$ cat src/rtl/cacheline_adapter.sv
// cacheline_adapter
//   Bridges the cache's line-granular downward port (one LINE_W-bit line per
//   request) to a BEAT_W-bit burst memory. A line fill becomes one read
//   request followed by BEATS returning beats; a line writeback becomes BEATS
//   write beats. Completion is a single-cycle dfp_resp back to the cache.
//
// Ports
//   clk, rst       : clock, asynchronous active-high reset
//   dfp_addr       : byte address from the cache (line offset bits ignored)
//   dfp_read       : line fill request, held until dfp_resp
//   dfp_write      : line writeback request, held until dfp_resp (wins over read)
//   dfp_wdata      : line to write back
//   dfp_rdata      : assembled fill line (fill buffer register)
//   dfp_resp       : one-cycle completion pulse
//   bmem_addr      : line-aligned burst address
//   bmem_read      : read burst request
//   bmem_write     : write beat valid
//   bmem_wdata     : write beat
//   bmem_ready     : memory accepts the request / beat this cycle
//   bmem_raddr     : address tag of the returning read beat
//   bmem_rdata     : read beat data
//   bmem_rvalid    : read beat valid
//
// All bmem_* and dfp_resp/dfp_rdata outputs come straight from flops, so there
// is no combinational path from dfp_* or bmem_* inputs to any output.

module cacheline_adapter #(
  parameter int unsigned LINE_W = 256,
  parameter int unsigned BEAT_W = 64
) (
  input  logic              clk,
  input  logic              rst,

  input  logic [31:0]       dfp_addr,
  input  logic              dfp_read,
  input  logic              dfp_write,
  input  logic [LINE_W-1:0] dfp_wdata,
  output logic [LINE_W-1:0] dfp_rdata,
  output logic              dfp_resp,

  output logic [31:0]       bmem_addr,
  output logic              bmem_read,
  output logic              bmem_write,
  output logic [BEAT_W-1:0] bmem_wdata,
  input  logic              bmem_ready,
  input  logic [31:0]       bmem_raddr,
  input  logic [BEAT_W-1:0] bmem_rdata,
  input  logic              bmem_rvalid
);

  localparam int unsigned ADDR_W = 32;
  localparam int unsigned BEATS  = LINE_W / BEAT_W;
  localparam int unsigned CNT_W  = $clog2(BEATS);
  localparam int unsigned OFF_W  = $clog2(LINE_W / 8);
  localparam logic [CNT_W-1:0] LAST_BEAT = CNT_W'(BEATS - 1);

  typedef enum logic [2:0] {
    IDLE    = 3'd0,
    RD_REQ  = 3'd1,
    RD_DATA = 3'd2,
    WR_DATA = 3'd3,
    DONE    = 3'd4
  } state_t;

  state_t              state_q, state_d;
  logic [ADDR_W-1:0]   addr_q,  addr_d;
  logic [LINE_W-1:0]   line_q,  line_d;   // latched writeback line
  logic [LINE_W-1:0]   buf_q,   buf_d;    // fill buffer, drives dfp_rdata
  logic [CNT_W-1:0]    cnt_q,   cnt_d;

  logic                bmem_read_d;
  logic                bmem_write_d;
  logic [BEAT_W-1:0]   bmem_wdata_d;
  logic                dfp_resp_d;

  logic [ADDR_W-1:0]   aligned_addr;
  logic                rbeat_ok;

  // Line offset bits of the request address carry no meaning here.
  logic unused_addr_bits;
  assign unused_addr_bits = ^dfp_addr[OFF_W-1:0];

  assign aligned_addr = {dfp_addr[ADDR_W-1:OFF_W], OFF_W'(0)};

  // A read beat counts only in RD_DATA and only if it is tagged with our line.
  assign rbeat_ok = (state_q == RD_DATA) && bmem_rvalid && (bmem_raddr == addr_q);

  // State register.
  always_ff @(posedge clk or posedge rst) begin
    if (rst) begin
      state_q <= IDLE;
    end else begin
      state_q <= state_d;
    end
  end

  // Next-state logic.
  always_comb begin
    state_d = state_q;
    unique case (state_q)
      IDLE: begin
        if (dfp_write) begin
          state_d = WR_DATA;
        end else if (dfp_read) begin
          state_d = RD_REQ;
        end
      end
      RD_REQ: begin
        if (bmem_ready) begin
          state_d = RD_DATA;
        end
      end
      RD_DATA: begin
        if (rbeat_ok && (cnt_q == LAST_BEAT)) begin
          state_d = DONE;
        end
      end
      WR_DATA: begin
        if (bmem_ready && (cnt_q == LAST_BEAT)) begin
          state_d = DONE;
        end
      end
      DONE: begin
        state_d = IDLE;
      end
      default: begin
        state_d = IDLE;
      end
    endcase
  end

  // Datapath next values: request latch, beat counter, fill buffer.
  // The counter wraps to 0 after the last beat; the FSM leaves the burst
  // state on that same edge, so the wrapped value is never used.
  always_comb begin
    addr_d = addr_q;
    line_d = line_q;
    buf_d  = buf_q;
    cnt_d  = cnt_q;
    unique case (state_q)
      IDLE: begin
        if (dfp_write) begin
          addr_d = aligned_addr;
          line_d = dfp_wdata;
          cnt_d  = '0;
        end else if (dfp_read) begin
          addr_d = aligned_addr;
          cnt_d  = '0;
        end
      end
      RD_DATA: begin
        if (rbeat_ok) begin
          for (int unsigned k = 0; k < BEATS; k++) begin
            if (cnt_q == CNT_W'(k)) begin
              buf_d[k*BEAT_W +: BEAT_W] = bmem_rdata;
            end
          end
          cnt_d = cnt_q + CNT_W'(1);
        end
      end
      WR_DATA: begin
        if (bmem_ready) begin
          cnt_d = cnt_q + CNT_W'(1);
        end
      end
      default: begin
      end
    endcase
  end

  // Datapath registers.
  always_ff @(posedge clk or posedge rst) begin
    if (rst) begin
      addr_q <= '0;
      line_q <= '0;
      buf_q  <= '0;
      cnt_q  <= '0;
    end else begin
      addr_q <= addr_d;
      line_q <= line_d;
      buf_q  <= buf_d;
      cnt_q  <= cnt_d;
    end
  end

  // Output decode from the next state, so the registered outputs line up
  // with the state they describe.
  always_comb begin
    bmem_read_d  = 1'b0;
    bmem_write_d = 1'b0;
    bmem_wdata_d = '0;
    dfp_resp_d   = 1'b0;
    unique case (state_d)
      RD_REQ: begin
        bmem_read_d = 1'b1;
      end
      WR_DATA: begin
        bmem_write_d = 1'b1;
        for (int unsigned k = 0; k < BEATS; k++) begin
          if (cnt_d == CNT_W'(k)) begin
            bmem_wdata_d = line_d[k*BEAT_W +: BEAT_W];
          end
        end
      end
      DONE: begin
        dfp_resp_d = 1'b1;
      end
      default: begin
      end
    endcase
  end

  // Output registers.
  always_ff @(posedge clk or posedge rst) begin
    if (rst) begin
      bmem_read  <= 1'b0;
      bmem_write <= 1'b0;
      bmem_wdata <= '0;
      dfp_resp   <= 1'b0;
    end else begin
      bmem_read  <= bmem_read_d;
      bmem_write <= bmem_write_d;
      bmem_wdata <= bmem_wdata_d;
      dfp_resp   <= dfp_resp_d;
    end
  end

  assign bmem_addr = addr_q;
  assign dfp_rdata = buf_q;

endmodule

$ cat config.mk
export PLATFORM = sky130hd
export DESIGN_NAME = cacheline_adapter
export DESIGN_NICKNAME = d
export VERILOG_FILES = /design/src/rtl/cacheline_adapter.sv
export SDC_FILE = /design/constraint.sdc
export NUM_CORES = 1
export LEC_CHECK = 0
export BUFFER_PORTS_ARGS = -buffer_cell sky130_fd_sc_hd__buf_2
export CORE_ASPECT_RATIO = 0.9
export CORE_MARGIN = 4
export CORE_UTILIZATION = 30
export CTS_BUF_LIST = sky130_fd_sc_hd__clkbuf_8 sky130_fd_sc_hd__clkbuf_16
export DETAILED_ROUTE_END_ITERATION = 6
export HOLD_SLACK_MARGIN = 0.05
export PLACE_DENSITY = 0.56
export SLEW_MARGIN = 30
export SYNTH_ARGS = -nofsm -noshare
export SYNTH_HDL_FRONTEND = slang
export SYNTH_SLANG_ARGS = --single-unit
$ cat constraint.sdc
create_clock -name clk -period 22.8 [get_ports clk]
set_input_delay 3.42 -clock clk [delete_from_list [all_inputs] [get_ports clk]]
set_output_delay 3.42 -clock clk [all_outputs]
set_load 0.005 [all_outputs]
# After elaboration in Yosys (flattened, before gate mapping)
# Index checks and enable logic that the tools add are counted.
# word_totals
ff_bits	616
inputBits	390
out_inout_bits	355
word_cells	62
# classes
add_sub_neg	1
eq_ne	13
mux	23
reduce_logical	13
# ops
operator	count
2-to-1 mux 256 bit	2
2-to-1 mux 64 bit	5
2-to-1 mux 32 bit	2
== test 32 bit	1
2-to-1 mux 3 bit	5
one-hot mux 3 bit (4 select lines)	1
AND reduction 3 bit	4
== test 3 x 2 -> 1 bit, second input constant	3
== test 2 bit, second input constant	4
2-to-1 mux 2 bit	4
== test 3 x 1 -> 1 bit, second input constant	2
one-hot mux 2 bit (3 select lines)	1
== test 2 x 1 -> 1 bit, second input constant	2
logical AND 1 bit	4
zero test 2 bit	2
== test 3 bit, second input constant	1
zero test 3 bit	1
2-to-1 mux 1 bit	3
adder 2 x 1 -> 2 bit, second input constant	1
AND reduction 2 bit	1
nonzero test 2 bit	1

# Depth between registers and ports, before layout
# logic_depth
word_depth	11
depth_mapped	11
depth_no_buf	8

# Worst setup path before layout
# Ideal clock, no wire load.
# synth_timing
path_kind	in2reg
start	input port bmem_raddr[0]
end	register bmem_wdata[17]
setup_ns	0.121
arrival_time_ns	5.336
t_required_ns	22.679
setup_slack_ns	17.343
stages	10
path_buffers	3
path_cell_list	nor4_1 -> nand3b_1 -> nor4_2 -> a311oi_1 -> nor3b_2 -> buf_4 -> buf_6 -> buf_6 -> mux2_2 -> a22o_1
# synth_via
elab_chain_cells	10
elab_cells_between_ends	17
cone_classes	5 x eq/ne; 9 x mux; 3 x reduce/logical
# synth_rtl
element	line_no	source
start, declared	46	input logic [31:0] bmem_raddr,
== test 32 bit *	86	assign rbeat_ok = (state_q == RD_DATA) && bmem_rvalid && (bmem_raddr == addr_q);
logical AND 1 bit *	86	
2-to-1 mux 2 bit	152	if (rbeat_ok) begin
one-hot mux 2 bit (3 select lines)	140	unique case (state_q)
zero test 2 bit	200	if (cnt_d == CNT_W'(k)) begin
2-to-1 mux 64 bit (4 in series)	200	
2-to-1 mux 64 bit *	193	unique case (state_d)
named net bmem_wdata_d[17]	73	logic [BEAT_W-1:0] bmem_wdata_d;
end signal, assigned	223	bmem_wdata <= bmem_wdata_d;
end, declared	44	output logic [BEAT_W-1:0] bmem_wdata,
# Mark *: on every way through the listed nets, which the timed path passes. The rest lies on a longest branch.
# A chain may end at the register's enable or synchronous reset.

# Final worst setup path
# layout_timing
start	input port bmem_raddr[0]
end	register bmem_wdata[13]
# Same word-level chain as after synthesis.

==> flow_metrics.env <==
export IMPL_status="finished clean"
export IMPL_num_io_pins=745
export IMPL_ys_seq_area_frac=0.6233
export IMPL_cp_max_fo=61
export IMPL_ys_warn_count=0
export IMPL_vias=15600
export IMPL_synth_xor_area_frac=0.009640
export IMPL_numCtsBuffers=70
export IMPL_clock_latency_ns=0.60
export IMPL_fin_tns_setup_ns=0
export IMPL_stdcell_count=3403
export IMPL_synth_cell_type_count=37
export IMPL_p_per_area_nw_per_um2=89.06
export IMPL_slew_violations=0
export IMPL_hold_violations=0
export IMPL_clock_skew_ns=0.02120
export IMPL_async_flop_share=1.000
export IMPL_via_per_inst=4.584
export IMPL_cp_end_kind="register"
export IMPL_die_w_um=309.4
export IMPL_cp_arrival_ns=7.22
export IMPL_synth_top_flop_cell="dfrtp_1"
export IMPL_cts_tree="built"
export IMPL_clkSinkCount=611
export IMPL_grt_pass1_wl_um=106100
export IMPL_syn_to_final_growth_pct=29.87
export IMPL_synth_area_um2=24530
export IMPL_synth_seq_cells=611
export IMPL_synthAdderAreaFrac=0.002040
export IMPL_n_fill_cell=7693
export IMPL_rows=99
export IMPL_synth_edf_count=0
export IMPL_avgSynthCellArea_um2=16.10
export IMPL_clkSlewWorstSetupHoldPaths_ns=0.06
export IMPL_slew_limit_headroom=0.3508
export IMPL_synth_compound_area_frac=0.02729
export IMPL_grt_start_max_net_pins=174
export IMPL_gp_congestion=0.8190
export IMPL_initial_utilization=0.3028
export IMPL_vdd_ir_drop_max_mv=0.05469
export IMPL_min_delay_path_class="reg2reg"
export IMPL_period_needed_ns=6.730
export IMPL_critPathLaunchType="primary input"
export IMPL_p_leak_uw=0.01766
export IMPL_setup_violations=0
export IMPL_ant_nets=0
export IMPL_die_y_um=279.3
export IMPL_grt_pass1_vias=17030
export IMPL_post_cts_buffers=0
export IMPL_core_area_um2=81010
export IMPL_wire_per_inst_um=20.92
export IMPL_grt_overflow=0
export IMPL_fmax_mhz=148.6
export IMPL_routed_wl_um=71190
export IMPL_drive_gt1_frac=0.6657
export IMPL_drv_cap=0
export IMPL_io_buffers=734
export IMPL_synth_top_family_by_area="multiplexers"
export IMPL_cts_resized=0
export IMPL_drt_pre_antenna_iters=4
export IMPL_track_usage=0.1598
export IMPL_clock_tree_htree_level_count=3
export IMPL_worst_pin_slew_ns=0.9738
export IMPL_crit_type="in2reg"
export IMPL_die_area_um2=86410
export IMPL_nNetsFinal=2659
export IMPL_cts_buffer_depth=3
export IMPL_route_detailed_drc=0
export IMPL_required_ns=23.29
export IMPL_synth_simple_gate_area_frac=0.01005
export IMPL_fin_crit_sh=0.2952
export IMPL_cts_hold_fix_buffers=0
export IMPL_dpl_cell_count=3251
export IMPL_root_buffer="clkbuf_16"
export IMPL_syn_inst=1524
export IMPL_antenna_found_initial=45
export IMPL_rsz0062_at_grt="false"
export IMPL_hpwlAfterDp_um=51450
export IMPL_synthMuxAreaShare=0.3086
export IMPL_drt_iter0_markers=649
==> layer usage <==
metal	up-vias	part of all wire	wire, um	global-route usage
met5	-	0.0030	217	0
met4	38	0.029	2078	0.05716
met3	148	0.099	7064	0.07144
met2	507	0.49	35160	0.2709
met1	7912	0.37	26670	0.1778
li1	6995	-	-	-
==> cell usage after synthesis, types with 3 or more instances <==
| cell | count | area [um^2] |
|---|---|---|
| nand2_2 | 3 | 18.77 |
| clkbuf_1 | 32 | 120.1 |
| mux2_2 | 652 | 7342 |
| mux2_1 | 3 | 33.78 |
| inv_1 | 6 | 22.52 |
| xnor2_1 | 27 | 236.5 |
| buf_2 | 26 | 130.1 |
| a21oi_1 | 3 | 15.01 |
| nor2_1 | 4 | 15.01 |
| o21ai_0 | 5 | 25.02 |
| ha_1 | 4 | 50.05 |
| mux2_4 | 13 | 195.2 |
| o21a_1 | 3 | 22.52 |
| buf_4 | 7 | 52.55 |
| buf_6 | 6 | 67.56 |
| a22o_1 | 65 | 569.3 |
| buf_1 | 18 | 67.56 |
| dfrtp_1 | 611 | 15290 |
| nand2_1 | 4 | 15.01 |
| nand4_1 | 8 | 50.05 |
| and2_1 | 3 | 18.77 |
==> layout make-up <==
class	count	area, um^2	share of cell area
Tap cell	1060	1326	0.04163
Clock buffer	83	1942	0.06095
Antenna cell	25	62.56	0.001964
Timing Repair Buffer	754	3936	0.1236
Inverter	7	33.78	0.001060
Multi-Input combinational cell	821	8831	0.2772
Clock inverter	42	437.9	0.01375
Sequential cell	611	15290	0.4799
==> power by group <==
group          internal [uW]  switching (uW)  total [uW]
Clock                    690             459        1150
Combinational            225             208         433
Sequential              1210            49.6        1250
==> worst max-delay path, cell delays in order <==
cell      delay [ns]
buf_2           0.10
nor4_1          0.46
nand3b_1        0.24
nor4_2          0.39
a311oi_1        0.20
nor3b_4         0.26
buf_4           0.53
buf_4           0.84
mux2_2          0.44
a22o_1          0.23
==> cells by family after synthesis <==
| kind of cell | count (synthesis) |
|---|---|
| xor+xnor | 27 |
| flops | 611 |
| fa+ha+maj | 4 |
| compound gates | 81 |
| simple gates | 36 |
| buf+inv | 96 |
| mux | 668 |
| other cells | 1 |
==> metrics by stage <==
| step | area (um^2) | total power [uW] | setup slack [ns] | util | hold WS (ns) |
|---|---|---|---|---|---|
| after floorplan | 24550 | 1573 | 2.273 | - | 0.4669 |
| after global placement | 29290 | 1697 | 15.52 | 0.3616 | 0.4771 |
| after detailed placement | 29350 | 1717 | 15.48 | 0.3624 | 0.4812 |
| after CTS | 31730 | 2885 | 16.13 | 0.3917 | 0.4942 |
| after global routing | 31830 | 2968 | 15.94 | 0.3929 | 0.5006 |
| final | 31860 | 2837 | 16.07 | 0.3933 | 0.4911 |
==> sequential cells by signal, summed over array words and instances, names as in the netlist <==
register    cells
state_q         3
bmem_addr      27
cnt_q           2
bmem_wdata     64
bmem_read       1
dfp_rdata     256
dfp_resp        1
line_q        256
bmem_write      1
==> cells in the final DEF (no fill, tap or decap), types with 3 or more instances in the layout <==
cell,Yosys,final
buf_16,0,3
buf_6,6,4
clkinv_2,0,8
a21oi_1,3,3
xnor2_1,27,27
clkbuf_16,0,71
ha_1,4,4
diode_2,0,25
mux2_4,13,13
buf_2,26,734
inv_1,6,22
mux2_2,652,652
o21ai_0,5,5
clkbuf_8,0,12
conb_1,1,5
nand4_1,8,8
dfrtp_1,611,611
nand2_1,4,3
mux2_1,3,3
and2_1,3,3
bufinv_16,0,7
a22o_1,65,65
inv_6,0,3
buf_4,7,10
buf_12,0,3
==> path summary, 6_finish.rpt <==
path                                      startpoint                   endpoint  slack (ns)  depth (start not counted)
min in group asynchronous                        rst  dfp_rdata[45]$_DFFE_PP0P_        2.95                          2
max in group asynchronous                        rst   dfp_rdata[9]$_DFFE_PP0P_       17.69                          5
hold reg to reg                line_q[195]$_DFF_PP0_      line_q[195]$_DFF_PP0_        0.49                          1
setup reg to reg           bmem_addr[20]$_DFFE_PP0P_   bmem_wdata[13]$_DFF_PP0_       18.82                          9
hold / removal                 line_q[195]$_DFF_PP0_      line_q[195]$_DFF_PP0_        0.49                          1
setup / recovery                       bmem_raddr[0]   bmem_wdata[13]$_DFF_PP0_       16.07                         10
No activity file was read; power rests on OpenSTA's default activity.
